## src/rtl/register_32.sv

```systemverilog
// register_32 -- load-enabled data register with asynchronous clear.
//
// WIDTH identical bit cells, each a 2:1 hold/load mux feeding a D flip-flop
// that is cleared asynchronously. It is used for register-file entries,
// pipeline latches and PC/IR-style holding registers.
//
// Ports:
//   clock  in   1      rising-edge clock
//   reset  in   1      asynchronous, active-low clear of every stored bit
//   in0    in   WIDTH  data to be loaded
//   sel0   in   1      load enable (1 = load in0, 0 = hold)
//   out0   out  WIDTH  stored value
//   par0   out  1      even-parity bit of the stored value
//                      (present only when REGISTER_PARITY_EN is defined)
//
// Configuration macro: REGISTER_PARITY_EN
//   Defined     : an extra parity flip-flop (same clear, same enable) stores
//                 ^in0 on each load and drives par0.
//   Not defined : par0 and the parity flip-flop are absent.
module register_32 #(
  parameter int WIDTH = 32
) (
  input  logic             clock,
  input  logic             reset,
  input  logic [WIDTH-1:0] in0,
  input  logic             sel0,
`ifdef REGISTER_PARITY_EN
  output logic             par0,
`endif
  output logic [WIDTH-1:0] out0
);

  logic [WIDTH-1:0] r_q;
  logic [WIDTH-1:0] w_d;

  // Bit cells: the mux feeds the flop's own Q back when sel0 is low, so a
  // held value is recaptured every edge rather than clock-gated.
  for (genvar i = 0; i < WIDTH; i++) begin : g_cell
    assign w_d[i] = sel0 ? in0[i] : r_q[i];

    always_ff @(posedge clock or negedge reset) begin
      if (!reset) begin
        r_q[i] <= 1'b0;
      end else begin
        r_q[i] <= w_d[i];
      end
    end
  end

  assign out0 = r_q;

`ifdef REGISTER_PARITY_EN
  // Even-parity bit: XOR of all data bits, so data plus parity has an even
  // number of ones.
  function automatic logic even_parity(input logic [WIDTH-1:0] v);
    return ^v;
  endfunction

  logic r_par;
  logic w_par_d;

  // Parity is computed from in0 at load time and held alongside the data,
  // so par0 always matches out0 without a combinational XOR tree on out0.
  assign w_par_d = sel0 ? even_parity(in0) : r_par;

  always_ff @(posedge clock or negedge reset) begin
    if (!reset) begin
      r_par <= 1'b0;
    end else begin
      r_par <= w_par_d;
    end
  end

  assign par0 = r_par;
`endif

endmodule

```

## config.mk

```make
export PLATFORM = sky130hd
export DESIGN_NAME = register_32
export DESIGN_NICKNAME = d
export VERILOG_FILES = /design/src/rtl/register_32.sv
export SDC_FILE = /design/constraint.sdc
export NUM_CORES = 1
export LEC_CHECK = 0
export CAP_MARGIN = 20
export CORE_UTILIZATION = 65
export CTS_BUF_LIST = sky130_fd_sc_hd__clkbuf_4 sky130_fd_sc_hd__clkbuf_8 sky130_fd_sc_hd__clkbuf_16
export DETAILED_ROUTE_END_ITERATION = 16
export DONT_BUFFER_PORTS = 1
export GPL_TIMING_DRIVEN = 0
export PLACE_DENSITY_LB_ADDON = 0.15
export RECOVER_POWER = 100
export SETUP_SLACK_MARGIN = 0.2
export SLEW_MARGIN = 0
export SYNTH_ARGS = -nofsm -noshare
export SYNTH_HDL_FRONTEND = slang
export SYNTH_SLANG_ARGS = --single-unit
```

## constraint.sdc

```tcl
create_clock -name clock -period 2.2 [get_ports clock]
set_clock_uncertainty 0.2 [all_clocks]
set_input_delay 0.22 -clock clock [delete_from_list [all_inputs] [get_ports clock]]
set_output_delay 0.22 -clock clock [all_outputs]
set_load 0.01 [all_outputs]
```

==> flow_metrics.tcl, run 1 <==
set metrics [dict create \
    numClockSinks 32 \
    die_h_microns 47.5 \
    clk_path_buf_depth 2 \
    synth_xor_area_share_pct 0 \
    numCtsBuffers 5 \
    root_buffer "clkbuf_4" \
    synth_top_family_by_area "multiplexers" \
    htree_levels 2 \
    synthAdderAreaFrac_pct 0 \
    yosysUniqueCellTypes 5 \
    lastStage "clock tree synthesis (4_1_cts)" \
    synthMuxAreaShare_pct 35.2 \
    std_cell_rows 16 \
    synth_cells 68 \
    post_cts_resized 0 \
    synth_compound_area_share_pct 0 \
    start_util_pct 68.6 \
    postCtsSetupBuffers 0 \
    place_congestion 0.611 \
    synth_nets 103 \
    seq_area_frac_synth_pct 59.5 \
    io_pins 67 \
    ctsHoldBuffers 36 \
    firstError "[ERROR DPL-0033] detailed placement checks failed during check placement." \
    ys_warn_count 0 \
    synthSimpleGateAreaFrac_pct 0 \
    status "stopped before the end" \
    die_w_microns 47.5 \
    place_area_sq_um 1380 \
    syn_area_sq_um 1350 \
    ys_ff_latch 32 \
    synth.avg_cell_area_sq_um 19.8 \
    io_buffers 0 \
]
==> synth_stat cells (all sizes together) <==
cell	count	area (sq um)
dfrtp	32	801
buf	4	71.3
mux2	32	473
==> stage by stage <==
| stage | util (%) | setup WS (ns) | instances |
|---|---|---|---|
| 3_5_place_dp | 70.3 | 1.08 | 95 |
| 3_3_place_gp | 70.3 | 1.09 | 95 |
| 2_1_floorplan | - | 1.11 | 68 |
==> logic make-up after synthesis <==
family,count (synthesis)
buffers and inverters,4
multiplexers,32
flip-flops,32
==> run 2, diff against run 1 <==
CORE_AREA = 2 2 63 65   (was default)
CORE_UTILIZATION = default   (was 65)
CTS_BUF_LIST = default   (was sky130_fd_sc_hd__clkbuf_4 sky130_fd_sc_hd__clkbuf_8 sky130_fd_sc_hd__clkbuf_16)
DIE_AREA = 0 0 65 67   (was default)
SETUP_SLACK_MARGIN = default   (was 0.2)
==> flow_metrics.tcl, run 2 <==
set metrics [dict create \
    grt_pass1_vias 848 \
    synth.largest_area_cell "dfrtp_1" \
    r2r.worst_path.cells 1 \
    grt_remaining_overflow 0 \
    hold_violations 0 \
    slowest_delay_ns 0.60 \
    antenna_found_initial 0 \
    postCtsSetupBuffers 0 \
    drc_errors 0 \
    final_nets 144 \
    required_ns 2.32 \
    fin_crit_ns 1.23 \
    synthTopCellsByArea "dfrtp_1 60%, mux2_4 33%, buf_12 4.5%, mux2_2 1.7%, buf_6 0.84%" \
    die_w_microns 65 \
    fin_crit_sh_pct 56.1 \
    globalRouteTotalUtil_pct 13.4 \
    yosysUniqueCellTypes 5 \
    cp-start-kind "primary input" \
    cp_slowest_cell "clkbuf_2" \
    cts_tree "yes" \
    drt-total-wl_microns 2490 \
    ant_nets 0 \
    insertion_delay_ns 0.27 \
    diodes 0 \
    slew_headroom_pct 49.1 \
    avgRoutedWirePerCell_microns 15.7 \
    yosys.cell_count.top_type "dfrtp_1" \
    path_clk_slew_ns 0.06 \
    min_to "out0[23]" \
    timing.rr.start "out0[11]" \
    grt_pass1_wl_microns 4100 \
    dr.pass1.iters 2 \
    ys_ff_latch 32 \
    critical_path_class "in2async" \
    clk_path_buf_depth 2 \
    r2r_end "out0[11]" \
    layout_commonest_cell "dlygate4sd3_1" \
    power_leakage_nw 0.725 \
    status "completed" \
    numCtsBuffers 5 \
    synth_nets 103 \
    final_max_slew_viol_count 0 \
    arrival_ns 1.35 \
    hold_path.class "in2reg" \
    min_path_cells 2 \
    numClockSinks 32 \
    io_pins 67 \
    async_reset_ff_share_pct 100 \
    layout_common_cells "33 x dlygate4sd3_1, 32 x dfrtp_1, 30 x mux2_1" \
    max_cap_violations 0 \
    vias 707 \
    r2r_setup_slack_ns 1.15 \
    path_cells "dlygate4sd3_1 > clkbuf_2" \
    critPathTopFamily "buffers and inverters" \
    seq_area_frac_synth_pct 59.5 \
    drive_above_1_share_pct 11.8 \
    grt_setup_unrepaired "no" \
    cp-end-kind "async pin" \
    largest_reg_flops 32 \
    synth_edf_count 0 \
    worst_slew_pin_slew_ns 0.763 \
    root_buffer "clkbuf_8" \
    synth_common_cells "32 x dfrtp_1, 30 x mux2_4, 3 x buf_12, 2 x mux2_2, 1 x buf_6" \
    start_util_pct 37.3 \
    power_density_nw_per_um2 756 \
    core-area_sq_um 3610 \
    dieArea_sq_um 4360 \
    drt_iter0_drc 13 \
    synth.avg_cell_area_sq_um 19.8 \
    syn_area_sq_um 1350 \
    avgViaCountPerCell 4.47 \
    fin_tns_setup_ns 0 \
    htree_levels 2 \
    ys.flop_type "dfrtp_1" \
    worst_slack_ns 0.966 \
    synth_cells 68 \
    place_ws_ns 1.07 \
    setup_viol 0 \
    area_delta_synth_final_pct 27.7 \
    cp.buffers_inverters 2 \
    path_max_fanout 32 \
    std_cell_rows 22 \
    io_buffers 0 \
    grt_max_degree 33 \
    ir_drop_v 0.000403 \
    clock.fmax_mhz 811 \
    place_congestion 0.550 \
    hold_path_startpoint "sel0" \
    synth.top_cell.area_share_pct 59.5 \
    die_h_microns 67 \
    ys_warn_count 0 \
]
==> run 2: cell counts after synthesis <==
No cell type changed its count.
==> run 2: layer usage <==
layer / vias to the layer above / GRT usage (%) / part of all wire (%)
met5: - / 0 / 0
met4: 0 / 5.59 / 0.72
met3: 2 / 7.43 / 9.8
met2: 43 / 22.9 / 55
met1: 347 / 13.4 / 34
li1: 315 / - / -
==> run 2: kinds of logic (layout without fill, tap and decap cells) <==
kind of cell  after synthesis  after routing  share of synthesized area, %
buf+inv                     4             46                          5.30
flops                      32             32                          59.5
mux                        32             32                          35.2
==> run 2: how the worst max path moves through the flow <==
stage / startpoint / endpoint / slack, ns / cells after the start
after global routing: reset / out0[20] / 0.78 / 2
after global placement: sel0 / out0[26] / 1.08 / 3
final: reset / out0[31] / 0.97 / 2
after floorplan: sel0 / out0[0] / 1.11 / 3
after CTS: out0[29] / out0[29] / 1.06 / 0
after detailed placement: sel0 / out0[18] / 1.07 / 3
==> run 2: where the power goes <==
part | switching [mW] | internal [mW] | total [mW] | leakage (nW)
Clock | 0.191 | 0.255 | 0.446 | 0.0455
Combinational | 0.0472 | 0.0891 | 0.136 | 0.306
Sequential | 0.0687 | 0.648 | 0.717 | 0.374
==> run 2: area by class of cell <==
type / instances / area (sq um)
flip-flops and latches: 32 / 801
well taps: 48 / 60.1
multi-input cells: 32 / 360
clock buffers: 8 / 90.1
fillers: 338 / 1890
repair buffers: 34 / 335
plain buffers: 4 / 71.3
==> run 2: stage by stage <==
step / area, sq um / instances / total power, mW / hold WS [ns] / utilization (%)
4_1_cts: 1850 / 158 / 1.38 / 0.0415 / 51.2
2_1_floorplan: 1350 / 68 / 0.838 / -0.276 / -
6_report: 1720 / 158 / 1.30 / 0.0535 / 47.6
5_1_grt: 1720 / 158 / 1.38 / 0.0417 / 47.6
3_5_place_dp: 1410 / 116 / 0.861 / -0.275 / 39.0
3_3_place_gp: 1410 / 116 / 0.858 / -0.275 / 39.0
==> run 2: what timing repair did <==
| action | CTS | global route |
|---|---|---|
| endpoints found under the hold margin | 64 | 0 |
| hold buffers | 34 | 0 |
| gates resized for setup | 0 | 0 |
| setup endpoints to repair | 0 | 0 |
No activity file was read; power rests on OpenSTA's default activity.
